File: config.mk
export PLATFORM = sky130hd
export DESIGN_NAME = mips_bus_arbiter
export DESIGN_NICKNAME = d
export VERILOG_FILES = /design/src/rtl/mips_bus_pkg.sv /design/src/rtl/mips_rr_arbiter.sv /design/src/rtl/mips_bus_arbiter.sv
export SDC_FILE = /design/constraint.sdc
export NUM_CORES = 1
export LEC_CHECK = 0
export CAP_MARGIN = 20
export CELL_PAD_IN_SITES_DETAIL_PLACEMENT = 2
export CELL_PAD_IN_SITES_GLOBAL_PLACEMENT = 2
export CORE_UTILIZATION = 27
export DETAILED_ROUTE_END_ITERATION = 10
export GPL_TIMING_DRIVEN = 0
export PLACE_DENSITY = 0.86
export SLEW_MARGIN = 40
export SYNTH_ARGS = -nofsm -noshare
export SYNTH_HDL_FRONTEND = slang
export SYNTH_HIERARCHICAL = 1
export SYNTH_SLANG_ARGS = --single-unit
File: constraint.sdc
create_clock -name clk -period 3.4 [get_ports clk]
set_input_delay 0.68 -clock clk [delete_from_list [all_inputs] [get_ports clk]]
set_output_delay 0.68 -clock clk [all_outputs]
set_load 0.005 [all_outputs]
File: src/rtl/mips_bus_pkg.sv
// Shared types and constants for the mips_cpu_bus memory-bus arbiter.
package mips_bus_pkg;

    localparam int ADDR_W_DEF = 32;
    localparam int DATA_W_DEF = 32;

    // Fetches always move a full word.
    localparam logic [3:0] BE_FULL = 4'b1111;

    typedef enum logic [1:0] {
        IDLE,
        BUSY,
        RDWAIT,
        RESP
    } state_t;

    typedef enum logic {
        GNT_I,
        GNT_D
    } grant_t;

endpackage

File: src/rtl/mips_rr_arbiter.sv
// Two-way round-robin pick between fetch (I) and data (D) requesters.
module mips_rr_arbiter
    import mips_bus_pkg::*;
(
    input  logic       req_i,
    input  logic       req_d,
    input  grant_t     last_grant,
    output logic [1:0] gnt          // bit 0 = I, bit 1 = D
);

    always_comb begin
        gnt = '0;
        if (req_i && req_d) begin
            // On a tie the requester that was not served last wins.
            if (last_grant == GNT_D) begin
                gnt = 2'b01;
            end else begin
                gnt = 2'b10;
            end
        end else if (req_i) begin
            gnt = 2'b01;
        end else if (req_d) begin
            gnt = 2'b10;
        end
    end

endmodule

File: src/rtl/mips_bus_arbiter.sv
// Shares one Avalon-style memory bus between instruction fetch and data access.
// One transfer at a time; bus outputs come from registers latched at grant.
module mips_bus_arbiter
    import mips_bus_pkg::*;
#(
    parameter int ADDR_W       = ADDR_W_DEF,
    parameter int DATA_W       = DATA_W_DEF,
    parameter int READ_LATENCY = 1
)(
    input  logic              clk,
    input  logic              reset,

    input  logic [ADDR_W-1:0] i_address,
    input  logic              i_read,
    output logic              i_waitrequest,
    output logic [DATA_W-1:0] i_readdata,

    input  logic [ADDR_W-1:0] d_address,
    input  logic              d_read,
    input  logic              d_write,
    input  logic [DATA_W-1:0] d_writedata,
    input  logic [3:0]        d_byteenable,
    output logic              d_waitrequest,
    output logic [DATA_W-1:0] d_readdata,

    output logic [ADDR_W-1:0] mem_address,
    output logic              mem_read,
    output logic              mem_write,
    output logic [DATA_W-1:0] mem_writedata,
    output logic [3:0]        mem_byteenable,
    input  logic              mem_waitrequest,
    input  logic [DATA_W-1:0] mem_readdata
);

    localparam int             CNT_W    = 3;
    localparam logic [CNT_W-1:0] LAT_INIT = CNT_W'(READ_LATENCY);

    state_t           state;
    state_t           state_nxt;
    grant_t           last_grant;
    logic [CNT_W-1:0] lat_cnt;
    logic [1:0]       gnt;

    mips_rr_arbiter u_rr (
        .req_i      (i_read),
        .req_d      (d_read | d_write),
        .last_grant (last_grant),
        .gnt        (gnt)
    );

    always_ff @(posedge clk or negedge reset) begin
        if (!reset) begin
            state <= IDLE;
        end else begin
            state <= state_nxt;
        end
    end

    always_comb begin
        state_nxt = state;
        unique case (state)
            IDLE:    if (gnt != 2'b00) state_nxt = BUSY;
            BUSY:    if (!mem_waitrequest) state_nxt = mem_write ? RESP : RDWAIT;
            RDWAIT:  if (lat_cnt == CNT_W'(1)) state_nxt = RESP;
            RESP:    state_nxt = IDLE;
            default: state_nxt = IDLE;
        endcase
    end

    // last_grant doubles as the owner of the transfer in flight.
    always_comb begin
        i_waitrequest = 1'b1;
        d_waitrequest = 1'b1;
        if (state == RESP) begin
            if (last_grant == GNT_I) begin
                i_waitrequest = 1'b0;
            end else begin
                d_waitrequest = 1'b0;
            end
        end
    end

    always_ff @(posedge clk or negedge reset) begin
        if (!reset) begin
            mem_address    <= '0;
            mem_read       <= 1'b0;
            mem_write      <= 1'b0;
            mem_writedata  <= '0;
            mem_byteenable <= '0;
            i_readdata     <= '0;
            d_readdata     <= '0;
            last_grant     <= GNT_D;
            lat_cnt        <= '0;
        end else begin
            unique case (state)
                IDLE: begin
                    if (gnt[0]) begin
                        mem_address    <= i_address;
                        mem_byteenable <= BE_FULL;
                        mem_writedata  <= '0;
                        mem_read       <= 1'b1;
                        mem_write      <= 1'b0;
                        last_grant     <= GNT_I;
                    end else if (gnt[1]) begin
                        // A simultaneous read and write from D is treated as a write.
                        mem_address    <= d_address;
                        mem_byteenable <= d_byteenable;
                        mem_writedata  <= d_writedata;
                        mem_read       <= ~d_write;
                        mem_write      <= d_write;
                        last_grant     <= GNT_D;
                    end
                end
                BUSY: begin
                    if (!mem_waitrequest) begin
                        if (mem_read) begin
                            lat_cnt <= LAT_INIT;
                        end
                        mem_read  <= 1'b0;
                        mem_write <= 1'b0;
                    end
                end
                RDWAIT: begin
                    lat_cnt <= lat_cnt - CNT_W'(1);
                    if (lat_cnt == CNT_W'(1)) begin
                        if (last_grant == GNT_I) begin
                            i_readdata <= mem_readdata;
                        end else begin
                            d_readdata <= mem_readdata;
                        end
                    end
                end
                default: ;
            endcase
        end
    end

endmodule

After elaboration in Yosys (flattened, before gate mapping)
Index checks and enable logic that the tools add are counted.
{"block": "totals", "regBits": 140, "output_inout_bits": 136}
{"block": "classes", "add_sub_neg": 1, "n_eq_ne": 9, "mux": 31, "bitwise_logic": 3, "n_reduce_logical": 11}
{"operator": "$mux 32", "count": 4}
{"operator": "$reduce_and 3->1", "count": 5}
{"operator": "$mux 2", "count": 7}
{"operator": "$mux 1", "count": 12}
{"operator": "$mux 4", "count": 2}
{"operator": "$ne 2x2->1 const B", "count": 4}
{"operator": "$pmux 2 s4", "count": 1}
{"operator": "$mux 3", "count": 2}
{"operator": "$pmux 3 s2", "count": 1}
{"operator": "$reduce_bool 2->1", "count": 3}
{"operator": "$eq 2x2->1 const B", "count": 2}
{"operator": "$pmux 1 s2", "count": 2}
{"operator": "$eq 3x1->1 const B", "count": 1}
{"operator": "$ne 3x3->1 const B", "count": 1}
{"operator": "$sub 3x1->3 const B", "count": 1}
{"operator": "$eq 2x1->1 const B", "count": 1}
{"operator": "$logic_not 2->1", "count": 1}
{"operator": "$not 1->1", "count": 2}
{"operator": "$reduce_and 2->1", "count": 1}
{"operator": "$logic_and 1x1->1", "count": 1}
{"operator": "$or 1x1->1", "count": 1}

Longest topological paths before layout
Gate-level depths: netlist (run 1).
{"block": "logic_depth", "ltp_word": 7, "depth_mapped": 9, "mapped_depth_nobuf": 6}

Hierarchy
The synthesis (run 1) kept the hierarchy.
{"mod": "mips_bus_arbiter", "n_inst": 1, "cells_each": 484, "area_each_um2": 5789.3, "seq_area_each_um2": 3504.6}
{"mod": "mips_rr_arbiter", "n_inst": 1, "cells_each": 3, "area_each_um2": 18.8, "seq_area_each_um2": 0.0}

Least setup slack after synthesis (run 1)
OpenSTA, ideal clock, no wires.
{"block": "synth_timing", "path_kind": "input to register", "from": "input d_read", "to": "register mem_address[21]", "setup_time_ns": 0.134, "arrival_ns": 1.890, "required_time_ns": 3.266, "setup_slack_ns": 1.376, "path_stages": 7, "path_buffers": 3, "path_cell_list": "or2_2 a21boi_1 buf_2 buf_4 clkbuf_4 mux2i_1 o21ai_0"}
{"block": "synth_between", "elab_cells_between_ends": 8, "classes_between": "4 x mux; 1 x bitwise; 3 x reduce/logical"}
{"element": "from (decl)", "line": "mips_bus_arbiter.sv:19", "source": "input logic d_read,"}
{"element": "$or 1x1->1 *", "line": "mips_bus_arbiter.sv:46", "source": ".req_d (d_read | d_write),"}
{"element": "$logic_and 1x1->1 *", "line": "mips_rr_arbiter.sv:13", "source": "if (req_i && req_d) begin"}
{"element": "$mux 2 *", "line": "mips_rr_arbiter.sv:13"}
{"element": "via gnt[0]", "line": "mips_bus_arbiter.sv:42", "source": "logic [1:0] gnt;"}
{"element": "$reduce_bool 2->1 (no source line)"}
{"element": "$reduce_and 2->1 (no source line)"}
{"element": "to (signal assigned)", "line": "mips_bus_arbiter.sv:98", "source": "mem_address <= i_address;"}
{"element": "to (signal assigned)", "line": "mips_bus_arbiter.sv:106", "source": "mem_address <= d_address;"}
{"element": "to (decl)", "line": "mips_bus_arbiter.sv:26", "source": "output logic [ADDR_W-1:0] mem_address,"}
The timed path passes the listed nets; every way through them passes the cells marked *.
A chain may end at the register's enable or synchronous reset.

Final worst setup path (run 1)
{"block": "layout_timing", "from": "input d_write", "to": "register mem_address[23]"}
{"block": "layout_between", "elab_cells_between_ends": 8, "classes_between": "4 x mux; 1 x bitwise; 3 x reduce/logical"}
{"element": "from (decl)", "line": "mips_bus_arbiter.sv:20", "source": "input logic d_write,"}
{"element": "$or 1x1->1 *", "line": "mips_bus_arbiter.sv:46"}
{"element": "$logic_and 1x1->1 *", "line": "mips_rr_arbiter.sv:13"}
{"element": "$mux 2 *", "line": "mips_rr_arbiter.sv:13"}
{"element": "via gnt[0]", "line": "mips_bus_arbiter.sv:42"}
{"element": "$reduce_bool 2->1 (no source line)"}
{"element": "$reduce_and 2->1 (no source line)"}
Marked as above.

==> results of run 1 <==
[power by group through the flow]
| stage | registers [µW] | logic (µW) | clock network, µW |
|---|---|---|---|
| 2_1_floorplan | 2980 | 1460 | 0 |
| 3_3_place_gp | 2930 | 3730 | 0 |
| 3_5_place_dp | 3010 | 3880 | 0 |
| 4_1_cts | 2990 | 3910 | 2010 |
| 5_1_grt | 3070 | 4180 | 2090 |
| 6_report | 2960 | 3810 | 1950 |
[final cells by class]
type | instances | share of cell area
sequential | 140 | 0.367
timing repair buffer | 275 | 0.292
multi-input combinational | 311 | 0.221
clock buffer | 17 | 0.0445
tap | 275 | 0.0360
clock inverter | 15 | 0.0196
buffer | 29 | 0.0175
inverter | 7 | 0.00275
[flip-flops by register name (all words and copies together) (netlist names)]
signal / count
i_readdata: 32
mem_read: 1
mem_write: 1
mem_address: 32
lat_cnt: 3
last_grant: 1
state: 2
mem_writedata: 32
d_readdata: 32
mem_byteenable: 4
[metrics by stage]
step	setup TNS, ns	instances	hold WS [ns]	area (µm²)
2_1_floorplan	0	487	0.384	5810
3_3_place_gp	-608.12	1035	0.460	8880
3_5_place_dp	0	1037	0.471	8940
4_1_cts	0	1069	0.124	9560
5_1_grt	0	1069	0.138	9560
6_report	0	1069	0.147	9560
[cells in the final DEF, fill, tap and decap left out, types with 4 or more instances in the layout]
master | Yosys | final
clkdlybuf4s50_1 | 0 | 272
mux2i_1 | 32 | 32
clkbuf_1 | 6 | 6
inv_1 | 7 | 7
clkbuf_16 | 0 | 17
buf_4 | 5 | 5
dfrtp_1 | 139 | 139
nor2_1 | 5 | 5
nand2_1 | 105 | 105
mux2_2 | 66 | 66
inv_6 | 0 | 4
buf_2 | 11 | 11
o21ai_0 | 74 | 74
ha_1 | 7 | 7
[worst register-to-register path, stage by stage (launching register included)]
cell      delay, ns
dfstp_2        0.64
inv_1          0.06
a21boi_1       0.13
buf_2          0.17
buf_4          0.24
clkbuf_4       0.30
mux2i_1        0.29
o21ai_0        0.11
[routing by layer]
layer | share of wire | vias up
met2 | 0.52 | 192
met5 | 0 | -
met3 | 0.086 | 28
met4 | 0.018 | 0
met1 | 0.38 | 2406
li1 | - | 2237
[cell families (layout without fill, tap and decap cells)]
kind of cell / Yosys count / after routing / synth area share
flip-flops: 140 / 140 / 0.603
AND/OR/NAND/NOR: 120 / 120 / 0.0868
multiplexers: 98 / 98 / 0.183
AO/OA/AOI/OAI: 86 / 86 / 0.0782
buffers and inverters: 36 / 343 / 0.0334
adder cells (fa/ha/maj): 7 / 7 / 0.0151
[how the worst min path moves through the flow]
stage / from / endpoint / slack [ns] / cells after the start
after floorplan: reset / d_readdata[0]$_DFFE_PN0P_ / 0.38 / 0
after global placement: mem_address[7]$_DFFE_PN0P_ / mem_address[7]$_DFFE_PN0P_ / 0.46 / 2
after detailed placement: mem_writedata[1]$_DFFE_PN0P_ / mem_writedata[1]$_DFFE_PN0P_ / 0.47 / 2
after CTS: reset / d_readdata[10]$_DFFE_PN0P_ / 0.12 / 1
after global routing: reset / d_readdata[13]$_DFFE_PN0P_ / 0.14 / 1
final: reset / i_readdata[13]$_DFFE_PN0P_ / 0.15 / 1
==> out/qor.txt, run 1 <==
Worst EP arrival = 2.67 ns
Critical Path RT = 3.67 ns
Pwr per Cell Area = 913 mW/mm²
CP Launch Type = input pin
FF-to-FF path depth = 7
Reg area = 0.00350 mm²
Vias in the first global route = 5648
Diode count = 0
Final WS setup = 0.999 ns
RSZ-0062 raised after global routing = false
Synth Area per Inst = 11.9 µm²
Layout cells sized above 1 = 0.160
Multi-input logic area = 0.00211 mm²
Final Power = 8720 µW
Final setup viols = 0
Reg2Reg Capture Point = mem_address[23]$_DFFE_PN0P_
Sw power = 2790 µW
Fmax = 0.416 GHz
Vias per inst = 4.55
First-pass GRT wire length = 31400 µm
Worst-path clk slew = 0.06 ns
Cell count along the critical path = 8
Sink Count = 140
Routed wire length = 19700 µm
Share of the synthesized area in the top cell type = 0.599
RR Startpoint = last_grant$_DFFE_PN1P_
Critical path peak fanout = 10
Slowest cell on crit path = clkdlybuf4s50_1
Critical path, cell by cell = clkdlybuf4s50_1 > or2_2 > a21boi_1 > buf_2 > buf_4 > clkbuf_4 > mux2i_1 > o21ai_0
WP buf/inv = 4
CTS resizes = 0
R2R setup slack = 1.32 ns
Post-Synthesis Cells = 487
Max Slew Vio Count = 0
Initial Util = 0.275
CTS tree = yes
Util after Layout = 0.453
First DRT Iteration DRCs = 97
Clock skew = 0.00942 ns
Worst-case clock buffer depth = 2
Fraction of registers with async set/reset = 1.00
Largest net degree at the start of global routing = 57
Crit path max-delay family = buffers and inverters
Worst-Margin Slew = 0.528 ns
Synth cell count leaders = 139 x dfrtp_1, 105 x nand2_1, 74 x o21ai_0
Die H = 149 µm
Yosys top cell by area = dfrtp_1
Crit share post-route = 0.706
Routed wire per std cell = 18.5 µm
Post-Syn Area = 0.00581 mm²
Detailed placement HPWL = 15300 µm
Sequential Power Share = 0.340
FF+latch count, synth = 140
Net Sw Frac = 0.320
Io pins = 274
Tot GR Track Use = 0.188
Via count = 4863
DP Worst Slack = 0.562 ns
Core Footprint = 0.0211 mm²
CTS root buf = clkbuf_16
Post-synth EDFFs = 0
Met1 Resource Use GR = 0.207
Largest cells by area after synthesis = dfrtp_1 60%, mux2_2 13%, nand2_1 6.8%
Most common cell in the netlist = dfrtp_1
Top FF cell, synth = dfrtp_1
Critical path type = input pin to flop
Seq/Total Area, Yosys = 0.603
Initial DRT Pass Iterations = 5
Outcome = finished clean
Mapped Nets = 632
Initial antenna violation count = 0
Hold Vio Cnt, Final = 0
Most Crowded Layer GR = met2
Tmin final = 2.40 ns
Hold Crit Class = input pin to async pin
Clock group share of total power = 0.223
Yosys warns = 6
Met2 Usage GRT = 0.332
# fillers = 2215
Cts hold-fix bufs = 0
DRC violations left = 0
Combinational fraction of design power = 0.437
Layout overhead on the synthesized area = 64.6%
Crit. Startpoint = d_write
Crit end category = flop
I/O Buffers = 273
Grt total ovfl = 0
Die Area = 0.0221 mm²
Synth cell types = 33
DIE WIDTH = 149 µm
Post-layout nets = 926
Row count = 53
RD Place Congestion = 0.739
H-Tree Depth = 4
Maximum capacitance violations = 0
Worst-skew pair later-pin latency = 0.41 ns
Slew HR = 0.648
Peak VDD IR = 0.288 mV
Pleak = 0.00411 µW
Post-CTS setup buffers = 0
Int Power = 5930 µW
Grt met3 use = 0.0647
Crit path capture = mem_address[23]$_DFFE_PN0P_
Worst stage delay on the critical path = 0.46 ns
Routed Antenna Nets = 0
CTS buffer count = 17
Note: power is estimated with default switching activity, not from simulation.
==> run 2, diff against run 1 <==
Settings changed: CORE_UTILIZATION 27 to 22, PLACE_DENSITY 0.86 to 0.75.
Clock period 3.4 ns to 2 ns, I/O delays scaled along.
==> out/qor.txt, run 2 (same netlist as run 1, synthesis figures left out) <==
Commonest non-fill, non-tap cell in the layout = clkdlybuf4s50_1 (unchanged)
Worst-skew pair later-pin latency = 0.42 ns (was 0.41 ns)
RD Place Congestion = 0.716 (was 0.739)
H-Tree Depth = 4 (unchanged)
Met3 wire length = 1820 µm (was 1700 µm)
Core Footprint = 0.0260 mm² (was 0.0211 mm²)
Critical Path RT = 2.29 ns (was 3.67 ns)
Initial DRT Pass Iterations = 4 (was 5)
Final setup viols = 0 (unchanged)
Die H = 164 µm (was 149 µm)
First DRT Iteration DRCs = 207 (was 97)
Detailed placement HPWL = 15300 µm (about the same)
# fillers = 2769 (was 2215)
CTS buffer count = 17 (unchanged)
Initial antenna violation count = 1 (was 0)
R2R setup slack = 0.13 ns (was 1.32 ns)
Crit. Startpoint = d_read (was d_write)
Crit end category = flop (unchanged)
Pwr per Cell Area = 1540 mW/mm² (was 913 mW/mm²)
Via count = 4866 (was 4863)
Tot GR Track Use = 0.155 (was 0.188)
FF-to-FF path depth = 5 (was 7)
Critical path type = input pin to flop (unchanged)
Crit path max-delay family = buffers and inverters (unchanged)
Grt total ovfl = 0 (unchanged)
First-pass GRT wire length = 31800 µm (was 31400 µm)
Hold Crit Class = input pin to async pin (unchanged)
DRC violations left = 0 (unchanged)
CTS root buf = clkbuf_16 (unchanged)
Max Slew Vio Count = 0 (unchanged)
Diode count = 0 (unchanged)
Clock skew = 0.0132 ns (was 0.00942 ns)
Routed wire length = 20500 µm (was 19700 µm)
Final WS setup = 0.102 ns (was 0.999 ns)
Met2 Wirelength = 10100 µm (was 10200 µm)
Commonest cells after routing, fill and taps aside = 269 x clkdlybuf4s50_1, 139 x dfrtp_1, 105 x nand2_1 (was 272 x clkdlybuf4s50_1, 139 x dfrtp_1, 105 x nand2_1)
Vias in the first global route = 5551 (was 5648)
Cell count along the critical path = 8 (unchanged)
Layout overhead on the synthesized area = 67.7% (was 64.6%)
WP buf/inv = 4 (unchanged)
Final Power = 15000 µW (was 8720 µW)
Post-layout nets = 934 (was 926)
Critical path, cell by cell = clkdlybuf4s50_1 > or2_2 > a21boi_1 > buf_4 > buf_6 > clkbuf_8 > mux2i_1 > o21ai_0 (was clkdlybuf4s50_1 > or2_2 > a21boi_1 > buf_2 > buf_4 > clkbuf_4 > mux2i_1 > o21ai_0)
DR top layer = met5 (was met4)
Die Area = 0.0271 mm² (was 0.0221 mm²)
Worst-path clk slew = 0.07 ns (was 0.06 ns)
Hold Vio Cnt, Final = 0 (unchanged)
Initial Util = 0.224 (was 0.275)
Row count = 59 (was 53)
M1 WL = 8340 µm (was 7460 µm)
Crit share post-route = 0.949
Tmin final = 1.90 ns
DIE WIDTH = 164 µm (was 149 µm)
Slew HR = 0.652 (was 0.648)
Worst-case clock buffer depth = 2 (unchanged)
Worst EP arrival = 2.19 ns (was 2.67 ns)
Routed Antenna Nets = 0 (unchanged)
Pleak = 0.00416 µW (was 0.00411 µW)
Layout cells sized above 1 = 0.173 (was 0.160)
Slowest cell on crit path = clkdlybuf4s50_1 (unchanged)
Maximum capacitance violations = 0 (unchanged)
Outcome = finished clean (unchanged)
Largest net degree at the start of global routing = 69 (was 57)
Vias per inst = 4.28 (was 4.55)
Sink Count = 140 (unchanged)
Io pins = 274 (unchanged)
Util after Layout = 0.375 (was 0.453)
Crit path capture = mem_address[25]$_DFFE_PN0P_ (was mem_address[23]$_DFFE_PN0P_)
RR Startpoint = state[0]$_DFFE_PN0P_ (was last_grant$_DFFE_PN1P_)
Reg2Reg Capture Point = i_readdata[10]$_DFFE_PN0P_ (was mem_address[23]$_DFFE_PN0P_)
Fmax = 0.527 GHz
DP Worst Slack = -0.573 ns (was 0.562 ns)
CP Launch Type = input pin (unchanged)
CTS tree = yes (unchanged)
Worst-Margin Slew = 0.522 ns (was 0.528 ns)
Critical path peak fanout = 10 (unchanged)
Worst stage delay on the critical path = 0.40 ns (was 0.46 ns)
Peak VDD IR = 0.492 mV (was 0.288 mV)
Routed wire per std cell = 18.0 µm (was 18.5 µm)
I/O Buffers = 273 (unchanged)
==> run 2: changes by cell type in the layout (fill, tap and decap cells not counted), sizes merged, moves of 2 or more <==
| cell | previous run | this run |
|---|---|---|
| inv | 12 | 16 |
| clkinv | 5 | 0 |
| buf | 25 | 31 |
| clkinvlp | 2 | 4 |
| clkdlybuf4s50 | 272 | 269 |
==> run 2: report_power, final <==
| group | switching, µW | internal [µW] |
|---|---|---|
| Sequential | 767 | 4240 |
| Combinational | 2720 | 3990 |
| Clock | 1410 | 1880 |
==> run 2: metal layers <==
| layer | up-vias | global-route usage |
|---|---|---|
| met5 | - | 0 |
| met1 | 2394 | 0.177 |
| met4 | 2 | 0.0367 |
| met2 | 200 | 0.271 |
| met3 | 14 | 0.0615 |
| li1 | 2256 | - |
==> run 2: worst min-delay path by stage <==
stage	end	slack, ns	cells after the start
after floorplan	d_readdata[0]$_DFFE_PN0P_	0.10	0
after global placement	mem_address[4]$_DFFE_PN0P_	0.46	2
after detailed placement	d_readdata[13]$_DFFE_PN0P_	0.21	1
after CTS	i_readdata[13]$_DFFE_PN0P_	0.35	2
after global routing	i_readdata[13]$_DFFE_PN0P_	0.38	2
final	i_readdata[13]$_DFFE_PN0P_	0.38	2
==> run 2: final cells by class <==
cell class	instances	area, µm²	area share
Sequential cell	140	3500	0.360
Inverter	7	26.3	0.00270
Clock inverter	15	174	0.0179
Buffer	29	211	0.0217
Clock buffer	17	425	0.0437
Tap cell	335	419	0.0430
Multi-Input combinational cell	311	2120	0.218
Timing Repair Buffer	283	2860	0.293
==> run 2: metrics by stage <==
stage | std cells | hold WS, ns | TNS (ns) | area (µm²)
after floorplan | 487 | 0.104 | 0 | 5810
after global placement | 1095 | 0.460 | -812.79 | 8960
after detailed placement | 1097 | 0.211 | -31.57 | 9020
after CTS | 1132 | 0.346 | 0 | 9670
after global routing | 1137 | 0.376 | -0.0585 | 9740
final | 1137 | 0.378 | 0 | 9740
==> run 2: what timing repair did <==
action / CTS / global route
resized for setup: 13 / 12
setup buffers: 2 / 4
cloned: 0 / 1
pin swaps: 0 / 2
endpoints found under the setup margin: 70 / 62
hold buffers: 1 / 0
hold endpoints to repair: 7 / 0
==> run 2: worst reg2reg max path, stage by stage (launching register included) <==
cell and delay (ns):
dfrtp_1 0.43, inv_1 0.21, ha_4 0.23, nor3b_4 0.32, buf_6 0.21, mux2_2 0.35
